===== src/rtl/bv_lookup_scheduler.sv =====
// Lookup-lane scheduler: shares four bit-vector lanes between four requesters and routes the match index back.
// Optional performance counters are enabled with `define BV_SCHED_PERF_CNT_EN.
module bv_lookup_scheduler #(
    parameter int SEG_W      = 16,
    parameter int BIN_W      = 6,
    parameter int LOOKUP_LAT = 4
) (
    input  logic                   clk,
    input  logic                   rst_n,
    input  logic [1:0]             cfg_mode_i,
    input  logic                   cfg_req_i,
    output logic                   cfg_ack_o,
    output logic [1:0]             mode_o,
    input  logic [3:0]             req_valid_i,
    output logic [3:0]             req_ready_o,
    input  logic [4*4*SEG_W-1:0]   req_key_i,
    output logic [3:0]             lane_valid_o,
    output logic [4*SEG_W-1:0]     lane_key_o,
    input  logic [4*(2+BIN_W)-1:0] res_i,
    output logic [3:0]             rsp_valid_o,
    output logic [4*BIN_W-1:0]     rsp_idx_o,
    output logic [3:0]             rsp_err_o,
    output logic                   busy_o
`ifdef BV_SCHED_PERF_CNT_EN
    ,
    output logic [31:0]            perf_grant_o,
    output logic [31:0]            perf_stall_o
`endif
);

    localparam int RES_W = 2 + BIN_W;
    localparam int TAIL  = LOOKUP_LAT - 1;

    typedef enum logic [1:0] {
        ST_RUN    = 2'd0,
        ST_DRAIN  = 2'd1,
        ST_SWITCH = 2'd2
    } state_e;

    state_e state_q, state_d;

    logic [1:0] mode_q, mode_d;
    logic [1:0] cfg_mode_q, cfg_mode_d;
    logic [1:0] rr_q, rr_d;
    logic [1:0] eff_mode;
    logic       ack_q, ack_d;
    logic       grant_en;

    logic [3:0][3:0][SEG_W-1:0] key_seg;
    logic [3:0][RES_W-1:0]      res_lane;

    logic [3:0]      grant;
    logic [3:0]      slot_vld;
    logic [3:0][1:0] slot_id;
    logic            found_a, found_b;
    logic [1:0]      id_a, id_b, scan_idx;

    logic [3:0]            lane_vld_q, lane_vld_d;
    logic [3:0][SEG_W-1:0] lane_key_q, lane_key_d;

    // Issue register: tag of the lookups currently presented on the lanes.
    logic [3:0]      iss_vld_q, iss_vld_d;
    logic [3:0][1:0] iss_id_q, iss_id_d;
    logic [1:0]      iss_mode_q, iss_mode_d;

    logic [LOOKUP_LAT-1:0][3:0]      pv_q, pv_d;
    logic [LOOKUP_LAT-1:0][3:0][1:0] pid_q, pid_d;
    logic [LOOKUP_LAT-1:0][1:0]      pm_q, pm_d;

    logic [3:0]            rsp_vld_q, rsp_vld_d;
    logic [3:0]            rsp_err_q, rsp_err_d;
    logic [3:0][BIN_W-1:0] rsp_idx_q, rsp_idx_d;

    assign key_seg  = req_key_i;
    assign res_lane = res_i;
    assign eff_mode = (mode_q == 2'b11) ? 2'b00 : mode_q;

    always_ff @(posedge clk) begin
        if (!rst_n) begin
            state_q <= ST_RUN;
        end else begin
            state_q <= state_d;
        end
    end

    always_comb begin
        state_d = state_q;
        case (state_q)
            ST_RUN:    if (cfg_req_i) state_d = ST_DRAIN;
            ST_DRAIN:  if (!busy_o) state_d = ST_SWITCH;
            ST_SWITCH: state_d = ST_RUN;
            default:   state_d = ST_RUN;
        endcase
    end

    always_comb begin
        grant_en   = (state_q == ST_RUN) && !cfg_req_i;
        ack_d      = (state_q == ST_SWITCH);
        cfg_mode_d = cfg_mode_q;
        mode_d     = mode_q;
        if ((state_q == ST_RUN) && cfg_req_i) cfg_mode_d = cfg_mode_i;
        if (state_q == ST_SWITCH) mode_d = cfg_mode_q;
    end

    // Slot numbering equals the lane whose accumulation result answers that slot.
    always_comb begin
        grant      = '0;
        slot_vld   = '0;
        slot_id    = '0;
        lane_vld_d = '0;
        lane_key_d = '0;
        rr_d       = rr_q;
        found_a    = 1'b0;
        found_b    = 1'b0;
        id_a       = 2'd0;
        id_b       = 2'd0;
        scan_idx   = 2'd0;
        if (grant_en) begin
            case (eff_mode)
                2'b10: begin
                    for (int k = 0; k < 4; k++) begin
                        if (req_valid_i[k]) begin
                            grant[k]      = 1'b1;
                            slot_vld[k]   = 1'b1;
                            slot_id[k]    = 2'(k);
                            lane_vld_d[k] = 1'b1;
                            lane_key_d[k] = key_seg[k][0];
                        end
                    end
                end
                default: begin
                    for (int i = 0; i < 4; i++) begin
                        scan_idx = rr_q + 2'(i);
                        if (req_valid_i[scan_idx]) begin
                            if (!found_a) begin
                                found_a = 1'b1;
                                id_a    = scan_idx;
                            end else if (!found_b) begin
                                found_b = 1'b1;
                                id_b    = scan_idx;
                            end
                        end
                    end
                    if (found_a) begin
                        grant[id_a] = 1'b1;
                        slot_vld[0] = 1'b1;
                        slot_id[0]  = id_a;
                        rr_d        = id_a + 2'd1;
                        if (eff_mode == 2'b00) begin
                            lane_vld_d = 4'hf;
                            lane_key_d = key_seg[id_a];
                        end else begin
                            lane_vld_d[1:0] = 2'b11;
                            lane_key_d[0]   = key_seg[id_a][0];
                            lane_key_d[1]   = key_seg[id_a][1];
                        end
                    end
                    if (found_b && (eff_mode == 2'b01)) begin
                        grant[id_b]     = 1'b1;
                        slot_vld[2]     = 1'b1;
                        slot_id[2]      = id_b;
                        rr_d            = id_b + 2'd1;
                        lane_vld_d[3:2] = 2'b11;
                        lane_key_d[2]   = key_seg[id_b][0];
                        lane_key_d[3]   = key_seg[id_b][1];
                    end
                end
            endcase
        end
    end

    always_comb begin
        iss_vld_d  = slot_vld;
        iss_id_d   = slot_id;
        iss_mode_d = mode_q;
        pv_d[0]    = iss_vld_q;
        pid_d[0]   = iss_id_q;
        pm_d[0]    = iss_mode_q;
        for (int i = 1; i < LOOKUP_LAT; i++) begin
            pv_d[i]  = pv_q[i-1];
            pid_d[i] = pid_q[i-1];
            pm_d[i]  = pm_q[i-1];
        end
    end

    // The tail stage lines up with res_i; each valid slot answers its own requester.
    always_comb begin
        rsp_vld_d = '0;
        rsp_idx_d = '0;
        rsp_err_d = '0;
        for (int s = 0; s < 4; s++) begin
            if (pv_q[TAIL][s]) begin
                rsp_vld_d[pid_q[TAIL][s]] = 1'b1;
                rsp_idx_d[pid_q[TAIL][s]] = res_lane[s][BIN_W-1:0];
                rsp_err_d[pid_q[TAIL][s]] = (res_lane[s][RES_W-1:BIN_W] != pm_q[TAIL]);
            end
        end
    end

    always_ff @(posedge clk) begin
        if (!rst_n) begin
            mode_q     <= 2'b00;
            cfg_mode_q <= 2'b00;
            rr_q       <= 2'd0;
            ack_q      <= 1'b0;
            lane_vld_q <= '0;
            lane_key_q <= '0;
            iss_vld_q  <= '0;
            iss_id_q   <= '0;
            iss_mode_q <= '0;
            pv_q       <= '0;
            pid_q      <= '0;
            pm_q       <= '0;
            rsp_vld_q  <= '0;
            rsp_idx_q  <= '0;
            rsp_err_q  <= '0;
        end else begin
            mode_q     <= mode_d;
            cfg_mode_q <= cfg_mode_d;
            rr_q       <= rr_d;
            ack_q      <= ack_d;
            lane_vld_q <= lane_vld_d;
            lane_key_q <= lane_key_d;
            iss_vld_q  <= iss_vld_d;
            iss_id_q   <= iss_id_d;
            iss_mode_q <= iss_mode_d;
            pv_q       <= pv_d;
            pid_q      <= pid_d;
            pm_q       <= pm_d;
            rsp_vld_q  <= rsp_vld_d;
            rsp_idx_q  <= rsp_idx_d;
            rsp_err_q  <= rsp_err_d;
        end
    end

    assign req_ready_o  = grant;
    assign cfg_ack_o    = ack_q;
    assign mode_o       = mode_q;
    assign lane_valid_o = lane_vld_q;
    assign lane_key_o   = lane_key_q;
    assign rsp_valid_o  = rsp_vld_q;
    assign rsp_idx_o    = rsp_idx_q;
    assign rsp_err_o    = rsp_err_q;
    assign busy_o       = (|pv_q) | (|iss_vld_q);

`ifdef BV_SCHED_PERF_CNT_EN
    logic [31:0] perf_grant_q, perf_grant_d;
    logic [31:0] perf_stall_q, perf_stall_d;

    always_comb begin
        perf_grant_d = perf_grant_q;
        perf_stall_d = perf_stall_q;
        if ((|grant) && (perf_grant_q != '1)) perf_grant_d = perf_grant_q + 32'd1;
        if ((|req_valid_i) && !(|grant) && (perf_stall_q != '1)) perf_stall_d = perf_stall_q + 32'd1;
    end

    always_ff @(posedge clk) begin
        if (!rst_n) begin
            perf_grant_q <= '0;
            perf_stall_q <= '0;
        end else begin
            perf_grant_q <= perf_grant_d;
            perf_stall_q <= perf_stall_d;
        end
    end

    assign perf_grant_o = perf_grant_q;
    assign perf_stall_o = perf_stall_q;
`endif

endmodule

===== config.mk =====
export PLATFORM = sky130hd
export DESIGN_NAME = bv_lookup_scheduler
export DESIGN_NICKNAME = d
export VERILOG_FILES = /design/src/rtl/bv_lookup_scheduler.sv
export SDC_FILE = /design/constraint.sdc
export NUM_CORES = 1
export LEC_CHECK = 0
export ABC_AREA = 1
export CAP_MARGIN = 10
export CORE_AREA = 2 2 174 176
export CTS_CLUSTER_SIZE = 20
export DETAILED_ROUTE_END_ITERATION = 16
export DIE_AREA = 0 0 176 178
export PLACE_DENSITY_LB_ADDON = 0.2
export SYNTH_ARGS = -nofsm -noshare
export SYNTH_HDL_FRONTEND = slang
export SYNTH_SLANG_ARGS = --single-unit

===== constraint.sdc =====
create_clock -name clk -period 2.3 [get_ports clk]
set_input_delay 0.23 -clock clk [delete_from_list [all_inputs] [get_ports clk]]
set_output_delay 0.23 -clock clk [all_outputs]
set_load 0.02 [all_outputs]

* Word level (Yosys, flattened, before mapping)
Cells that the tools add are included.
** Storage, ports and cells
- Register bits after elaboration :: 179
- Latch bits :: 0
- Bits in writable memories :: 0
- Bits in read-only memories :: 0
- Memories kept :: 0
** Cells by class
- Add/sub/neg operators :: 5
- Multiply operators :: 0
- Divide/modulo/power cells :: 0
- Magnitude comparators :: 16
- Equal/unequal tests :: 11
- Shift-type cells :: 0
- Muxes and demuxes :: 133
- Bitwise operators :: 11
- Reductions and logical operators :: 20
** Operators by type and width (count)
- 64-bit binary-select mux with 2-bit select :: 2
- 64-bit 2-to-1 mux :: 3
- 24-bit 2-to-1 mux :: 4
- 32-bit 2-to-1 mux :: 3
- 24-bit bitwise mux :: 3
- 16-bit 2-to-1 mux :: 4
- 4-bit 2-to-1 mux :: 16
- 2-bit 2-to-1 mux :: 31
- 6-bit demux with 2-bit select :: 4
- 1-bit 2-to-1 mux :: 45
- 2-bit by 3-bit less-than comparator with 1-bit output, second input constant :: 10
- 24-bit AND :: 1
- 6-bit 2-to-1 mux :: 4
- 4-bit OR :: 4
- 16-bit OR reduction :: 1
- 4-bit bitwise mux :: 3
- 1-bit demux with 2-bit select :: 6
- 2-bit by 1-bit >= comparator with 1-bit output, second input constant :: 6
- 1-bit logical AND :: 9
- 1-bit binary-select mux with 2-bit select :: 4
- 2-bit inequality test :: 4
- 4-bit OR reduction :: 2
- 2-bit by 1-bit adder with 2-bit output, second input constant :: 3
- 2-bit == test, second input constant :: 3
- other kinds (12) :: 21

* Depth between registers and ports, before layout
Gate-level depths: netlist of the first run.
- Depth after elaboration :: 26
- Gate-level depth with buffers :: 24

* Worst setup path after synthesis of the first run
OpenSTA, ideal clock, no wires.
- Kind :: reg-to-output
- Start :: reg rr_q[0]
- End :: out req_ready_o[2]
- Arrival :: 2.340 ns
- Data required time :: 2.070 ns
- Slack :: -0.270 ns
- Stages on the path, launching flop included :: 20
- Buffers on the path :: 3
- Cells stage by stage :: dfxtp_1 buf_6 inv_2 buf_6 nand2_1 nand3_2 nand2_4 ha_1 inv_1 nand2_1 nand2_1 nand2_1 nand2_1 nand2_2 nand2_4 inv_2 nor2_4 buf_2 nand2_1 a31oi_1
** On the way
- Word-level cells in the longest chain between the ends :: 26
- Elaborated cells on any way between the ends :: 73
- Classes of those cells :: add/sub (3); order compare (4); mux (62); bitwise (1); reduce/logical (3)
** RTL lines
- start: declaration :: line 44 : logic [1:0] rr_q, rr_d;
- start signal: assignment :: line 220 : rr_q <= rr_d;
- 1-bit binary-select mux with 2-bit select :: line 134 : if (req_valid_i[scan_idx]) begin
- 1-bit 2-to-1 mux (not written as such) :: line 134
- 1-bit 2-to-1 mux :: line 134
- 1-bit 2-to-1 mux :: line 119 : case (eff_mode)
- 1-bit 2-to-1 mux :: line 118 : if (grant_en) begin
- 1-bit 2-to-1 mux, on equally long branches :: line 134, 135
- 1-bit 2-to-1 mux, on equally long branches :: line 119, 134
- 1-bit 2-to-1 mux, on equally long branches :: line 118, 119
- [... 10 more ...]
- 1-bit demux with 2-bit select, or another cell as far along :: line 145 : grant[id_a] = 1'b1;
- 4-bit 2-to-1 mux or 1-bit logical AND (tied branches) :: line 144, 159
- 4-bit 2-to-1 mux or 1-bit 2-to-1 mux (tied branches) :: line 119, 159
- 4-bit 2-to-1 mux or 1-bit demux with 2-bit select (tied branches) :: line 118, 159
- 4-bit OR (no line)
- 4-bit 2-to-1 mux (*) :: line 158 : if (found_b && (eff_mode == 2'b01)) begin
- 4-bit 2-to-1 mux (*) :: line 119
- 4-bit 2-to-1 mux (*) :: line 118
- end: declaration :: line 15 : output logic [3:0] req_ready_o,
Mark *: on every way between the ends. The rest lies on a longest branch, timed or not. The select of a mux whose other input is x is not followed.

* Final worst setup path of the first run
- Start :: reg rr_q[0]
- End :: out req_ready_o[3]
The elaborated chain is that of the path after synthesis.

==> results.sh, run 1 <==
export IMPL_status="finished, violations left"
export IMPL_violations="negative setup slack"
export IMPL_track_usage=0.290
export IMPL_max_stage_delay_ns=0.39
export IMPL_critPathKind="register to output port"
export IMPL_yosysSeqAreaShare=0.310
export IMPL_start_util=0.348
export IMPL_core_um2=29400
export IMPL_final_common_cell="nand2_1"
export IMPL_path_cells="buf_6 -> nand2_4 -> nand3_4 -> nand2_8 -> buf_12 -> nor2_8 -> nand2_8 -> inv_4 -> nand2_4 -> nand2_4 -> nand2_8 -> nor2_4 -> nand2_2 -> a31oi_4 -> buf_6"
export IMPL_grt_pass1_vias=12400
export IMPL_setup_violations=69
export IMPL_synth_simple_area_share=0.462
export IMPL_tightest_slew_ns=0.616
export IMPL_grt_max_degree=65
export IMPL_cts_max_level=4
export IMPL_grt_overflow_total=0
export IMPL_synthCells=1736
export IMPL_rsz0062_at_grt="true"
export IMPL_cts_buffers_inserted=17
export IMPL_leakagePower_nw=8.25
export IMPL_hold_viol=0
export IMPL_maxSlewViolCount=0
export IMPL_gp_congestion=0.939
export IMPL_routedWlPerCell_um=18.4
export IMPL_yosysWarnings=0
export IMPL_cts_tree="built"
export IMPL_utilization=0.575
export IMPL_synth_top_family_by_area="simple AND/OR/NAND/NOR gates"
export IMPL_period_share=1.18
export IMPL_syn_area_um2=10200
export IMPL_dr_pass1_iters=6
export IMPL_dp_hpwl_um=33600
export IMPL_drive_gt1_frac=0.144
export IMPL_die_x_um=176
export IMPL_rows=63
export IMPL_synthDistinctLibCells=41
export IMPL_fin_worst_skew_ns=0.0117
export IMPL_cts_hold_fix_buffers=0
export IMPL_synthXorXnorAreaFrac=0.00514
export IMPL_root_buffer="clkbuf_16"
export IMPL_crit_buf_inv=4
export IMPL_synth_edf_count=0
export IMPL_synth_compound_area_frac=0.0760
export IMPL_placedCellCount=2502
export IMPL_wl_um=47500
export IMPL_io_buffers=404
export IMPL_crit_family="simple AND/OR/NAND/NOR gates"
export IMPL_n_fill_cell=2828
export IMPL_critPathMaxFanout=7
export IMPL_endpoint_kind="output port"
export IMPL_syn_to_final_growth_pct=65.4
export IMPL_clock_sinks=158
export IMPL_syn_area_per_cell_um2=5.89
export IMPL_nNetsFinal=2476
export IMPL_cts_buffer_depth=2
export IMPL_vias=12800
export IMPL_cp_required_ns=2.07
export IMPL_powerDensity_nw_per_um2=1470
export IMPL_ys_seq_elements=158
export IMPL_clk_latency_ns=0.43
export IMPL_synth_fa_ha_area_frac=0.00490
export IMPL_grt_pass1_wl_um=69600
export IMPL_layout_cells_most_common_list="703 x nand2_1, 399 x clkdlybuf4s50_1, 211 x inv_1"
export IMPL_ff_latch_area_um2=3170
export IMPL_fin_area_um2=16900
export IMPL_fin_crit_ns=2.72
export IMPL_maxCapViolCount=0
export IMPL_drt_initial_drc_count=870
export IMPL_finalPower_w=0.0248
export IMPL_setup_slack_ns=-0.416
export IMPL_ys_flop_type="dfxtp_1"
export IMPL_critPathLaunchType="register"
export IMPL_io_pin_count=405
export IMPL_syn_nets=2037
export IMPL_ant_nets=0
export IMPL_routed_via_density=4.96
export IMPL_timing_hold_ws_ns=0.373
export IMPL_synth_async_reset_ratio=0
export IMPL_ir_drop_mv=1.05
export IMPL_cts_clk_slew_worst_paths_ns=0.07
export IMPL_worst_path_max_delay_cell="dfxtp_4"
export IMPL_dpl_cell_area_um2=15000
export IMPL_multi_input_area_um2=6160
export IMPL_die_y_um=178
export IMPL_slew_headroom=0.588
export IMPL_drcViolationCount=0
export IMPL_synth_area_mux_share=0
export IMPL_final_cell_count_no_fill=2581
export IMPL_arrival_ns=2.49
export IMPL_hold_path_class="primary input to register"
export IMPL_antenna_found_initial=3
export IMPL_fmax_mhz=368
export IMPL_dieArea_um2=31300
[flip-flops by register name, summed over array words and instances (netlist names), 2 cells and up]
| name | cells |
|---|---|
| rr_q | 2 |
| pid_d | 15 |
| rsp_valid_o | 4 |
| iss_mode_q | 2 |
| lane_key_o | 64 |
| pv_d | 9 |
| rsp_idx_o | 24 |
| iss_vld_q | 2 |
| pv_q | 3 |
| lane_valid_o | 4 |
| cfg_mode_q | 2 |
| rsp_err_o | 4 |
| pid_q | 5 |
| pm_d | 6 |
| pm_q | 2 |
| iss_id_q | 5 |
| state_q | 2 |
| mode_o | 2 |
[power by group]
part	leakage, nW	internal [W]	total, W	switching [W]
combinational	6.68	0.00782	0.0185	0.0107
sequential	1.28	0.00314	0.00333	0.000193
clock	0.293	0.00148	0.00292	0.00144
[routing by layer]
layer	track usage	vias up	wire length, um
met5	0	-	0
met4	0.111	0	1950
met3	0.0582	101	3610
met2	0.534	556	23700
met1	0.330	5879	18300
li1	-	6257	-
[area by class of cell]
class	count	area share
Multi-Input combinational cell	1248	0.364
Timing Repair Buffer	520	0.331
Sequential cell	158	0.187
Inverter	230	0.0520
Tap cell	390	0.0289
Clock buffer	17	0.0252
Clock inverter	15	0.0108
Antenna cell	3	0.000444
[worst reg2reg max path: stages (launching register included)]
cell and delay, ns:
dfxtp_4 0.39, buf_6 0.13, nand2_4 0.06, nand3_4 0.09, nand2_8 0.09, buf_12 0.14
nor2_8 0.19, nand2_8 0.10, inv_4 0.08, nand2_4 0.06, nand2_4 0.10, nand2_8 0.08
buf_6 0.13, buf_12 0.14, buf_4 0.14, buf_12 0.14, nand2_1 0.06, o21ai_1 0.05
nand2_1 0.08, nand3_2 0.15, nand2_1 0.10, o21ai_1 0.06
[Yosys cell counts, types with 2 or more instances]
| master | n | area (um^2) |
|---|---|---|
| o21ai_1 | 66 | 330 |
| o31ai_1 | 2 | 15.0 |
| nor3_1 | 4 | 20.0 |
| nand2_2 | 10 | 62.6 |
| clkbuf_1 | 23 | 86.3 |
| inv_1 | 215 | 807 |
| ha_1 | 4 | 50.1 |
| nand3_2 | 2 | 20.0 |
| nand3b_1 | 33 | 248 |
| nand2_1 | 781 | 2930 |
| nor2_1 | 32 | 120 |
| buf_4 | 8 | 60.1 |
| o22ai_1 | 2 | 12.5 |
| buf_6 | 16 | 180 |
| nand4_1 | 3 | 18.8 |
| a31oi_1 | 5 | 31.3 |
| xnor2_1 | 5 | 43.8 |
| buf_2 | 52 | 260 |
| o21ai_0 | 13 | 65.1 |
| clkinv_1 | 2 | 7.51 |
| a21oi_1 | 36 | 180 |
| inv_2 | 13 | 48.8 |
| dfxtp_1 | 158 | 3160 |
| nor4_1 | 7 | 43.8 |
| nor2_4 | 3 | 33.8 |
| a21oi_2 | 2 | 17.5 |
| a221oi_1 | 7 | 61.3 |
| nor2_8 | 2 | 40.0 |
| nand3_1 | 213 | 1070 |
| nand2_4 | 6 | 67.6 |
[through the flow]
step	worst slack (ns)	setup TNS, ns
2_1_floorplan	-0.0292	-0.0835
3_3_place_gp	-0.806	-41.63
3_5_place_dp	-0.832	-43.97
4_1_cts	-0.434	-20.20
5_1_grt	-0.526	-29.37
6_report	-0.416	-20.25
[path summary, 6_finish.rpt]
| path | startpoint | to | slack [ns] | depth (start not counted) |
|---|---|---|---|---|
| worst max-delay path | rr_q[0] | req_ready_o[3] | -0.42 | 15 |
| worst min-delay path | res_i[25] | rsp_idx_o[19] | 0.37 | 3 |
| worst max register to register | rr_q[0] | lane_key_o[21] | -0.37 | 21 |
| worst min register to register | pid_d[17] | pid_d[25] | 0.41 | 2 |
[cells by family after synthesis]
kind of cell	count (synthesis)
compound gates	138
xor+xnor	6
fa+ha+maj	4
buf+inv	330
flops	158
simple gates	1100
[timing repair]
item / 4_1_cts / 5_1_grt
endpoints found under the setup margin: 70 / 70
buffers inserted: 16 / 13
resized for setup: 106 / 108
pin swaps: 29 / 42
hold endpoints to repair: 0 / 0
cloned: 9 / 6
Power figures use the tool's default switching activity.
==> inputs of run 2 (changes only) <==
--- a/config.mk
+++ b/config.mk
@@ -7,11 +7,12 @@
 export LEC_CHECK = 0
 export ABC_AREA = 1
 export CAP_MARGIN = 10
-export CORE_AREA = 2 2 174 176
+export CORE_AREA = 10 10 182 184
 export CTS_CLUSTER_SIZE = 20
 export DETAILED_ROUTE_END_ITERATION = 16
-export DIE_AREA = 0 0 176 178
+export DIE_AREA = 0 0 192 194
 export PLACE_DENSITY_LB_ADDON = 0.2
+export SKIP_CTS_REPAIR_TIMING = 1
 export SYNTH_ARGS = -nofsm -noshare
 export SYNTH_HDL_FRONTEND = slang
 export SYNTH_SLANG_ARGS = --single-unit
==> run 2 against run 1 <==
The flow still finishes with violations (negative setup slack). Register-to-register slack got worse by 0.05 ns. Routed wire length rose by 3.8%. Non-clock buffer count up 2. Worst hold slack got worse by 0.013 ns. First-iteration DRC count is 4.6% higher. Critical endpoint is now req_ready_o[2]. Largest cell class unchanged. Largest power group unchanged.
==> results.sh, run 2 (synthesized netlist as in run 1, its figures left out) <==
export IMPL_endpoint_kind="output port"
export IMPL_io_pin_count=405
export IMPL_cts_buffers_inserted=17
export IMPL_critPathLaunchType="register"
export IMPL_routed_via_density=4.89
export IMPL_timing_hold_ws_ns=0.360
export IMPL_slew_headroom=0.554
export IMPL_clk_latency_ns=0.44
export IMPL_dieArea_um2=37200
export IMPL_drcViolationCount=0
export IMPL_period_share=1.28
export IMPL_dp_hpwl_um=37900
export IMPL_maxCapViolCount=0
export IMPL_antenna_found_initial=7
export IMPL_gp_congestion=0.927
export IMPL_leakagePower_nw=8.09
export IMPL_setup_slack_ns=-0.634
export IMPL_drt_initial_drc_count=910
export IMPL_io_buffers=404
export IMPL_vias=12700
export IMPL_fin_crit_ns=2.93
export IMPL_drive_gt1_frac=0.107
export IMPL_cts_max_level=4
export IMPL_fin_worst_skew_ns=0.0160
export IMPL_ir_drop_mv=0.852
export IMPL_critPathKind="register to output port"
export IMPL_setup_violations=69
export IMPL_utilization=0.557
export IMPL_routedWlPerCell_um=19.1
export IMPL_dr_pass1_iters=5
export IMPL_track_usage=0.249
export IMPL_status="finished, violations left"
export IMPL_grt_max_degree=55
export IMPL_clock_sinks=158
export IMPL_rows=63
export IMPL_hold_path_class="primary input to register"
export IMPL_nNetsFinal=2478
export IMPL_finalPower_w=0.0219
export IMPL_final_common_cell="nand2_1"
export IMPL_placedCellCount=2532
export IMPL_start_util=0.348
export IMPL_die_y_um=194
export IMPL_cts_buffer_depth=2
export IMPL_largest_reg_flops=64
export IMPL_dpl_cell_area_um2=15300
export IMPL_powerDensity_nw_per_um2=1340
export IMPL_cts_clk_slew_worst_paths_ns=0.08
export IMPL_maxSlewViolCount=0
export IMPL_grt_pass1_vias=12400
export IMPL_fin_area_um2=16400
export IMPL_ant_nets=0
export IMPL_core_um2=29400
export IMPL_syn_to_final_growth_pct=60.2
export IMPL_wl_um=49300
export IMPL_die_x_um=192
export IMPL_rsz0062_at_grt="true"
export IMPL_grt_overflow_total=0
export IMPL_layout_cells_most_common_list="763 x nand2_1, 399 x clkdlybuf4s50_1, 214 x inv_1"
export IMPL_critPathMaxFanout=7
export IMPL_fmax_mhz=341
export IMPL_arrival_ns=2.70
export IMPL_hold_viol=0
export IMPL_cts_tree="built"
export IMPL_final_cell_count_no_fill=2587
export IMPL_grt_pass1_wl_um=72000
export IMPL_violations="negative setup slack"
export IMPL_root_buffer="clkbuf_16"
export IMPL_tightest_slew_ns=0.666
export IMPL_cp_required_ns=2.07
-- run 2: metrics by stage --
stage               setup TNS, ns  setup WS, ns
floorplan                 -0.0835       -0.0292
global placement           -37.93        -0.684
detailed placement         -39.90        -0.713
CTS                        -23.38        -0.898
global route               -31.82        -0.749
finish                     -21.39        -0.634
-- run 2: final timing paths --
path         startpoint             end  slack [ns]  cells after the start
max             rr_q[0]  req_ready_o[2]       -0.63                     19
min           res_i[28]   rsp_idx_o[22]        0.36                      3
max reg2reg     rr_q[0]  lane_key_o[47]       -0.42                     22
min reg2reg   pid_d[29]       pid_q[29]        0.40                      2
-- run 2: cell type report --
cell class,instances,area (um^2)
clock buffer,17,425
sequential,158,3170
timing repair buffer,522,5370
clock inverter,15,188
tap,390,488
antenna,7,17.5
fill,2859,13000
multi-input combinational,1248,5840
inverter,230,868
-- run 2: worst max-delay path, cell delays in order, from the launching register on --
cell     delay, ns
dfxtp_4       0.37
buf_12        0.14
nand2_4       0.06
nand2_4       0.06
nand2_4       0.09
nand2_8       0.06
buf_12        0.12
nor2_8        0.14
nand2_4       0.08
buf_12        0.13
nor2_8        0.13
nand2_4       0.07
nand2_4       0.10
buf_6         0.11
inv_4         0.03
nor2_4        0.10
buf_6         0.10
nand2_4       0.04
a31oi_4       0.16
buf_6         0.15
-- run 2: routing by layer --
layer / wire length, um / global-route usage
met4: 1630 / 0.0918
met1: 18200 / 0.263
met2: 25000 / 0.454
met5: 19 / 0
met3: 4480 / 0.0705
-- run 2: power by group --
part / internal (W) / switching (W) / total, W
registers: 0.00313 / 0.000177 / 0.00331
clock network: 0.00149 / 0.00148 / 0.00296
logic: 0.00619 / 0.00939 / 0.0156
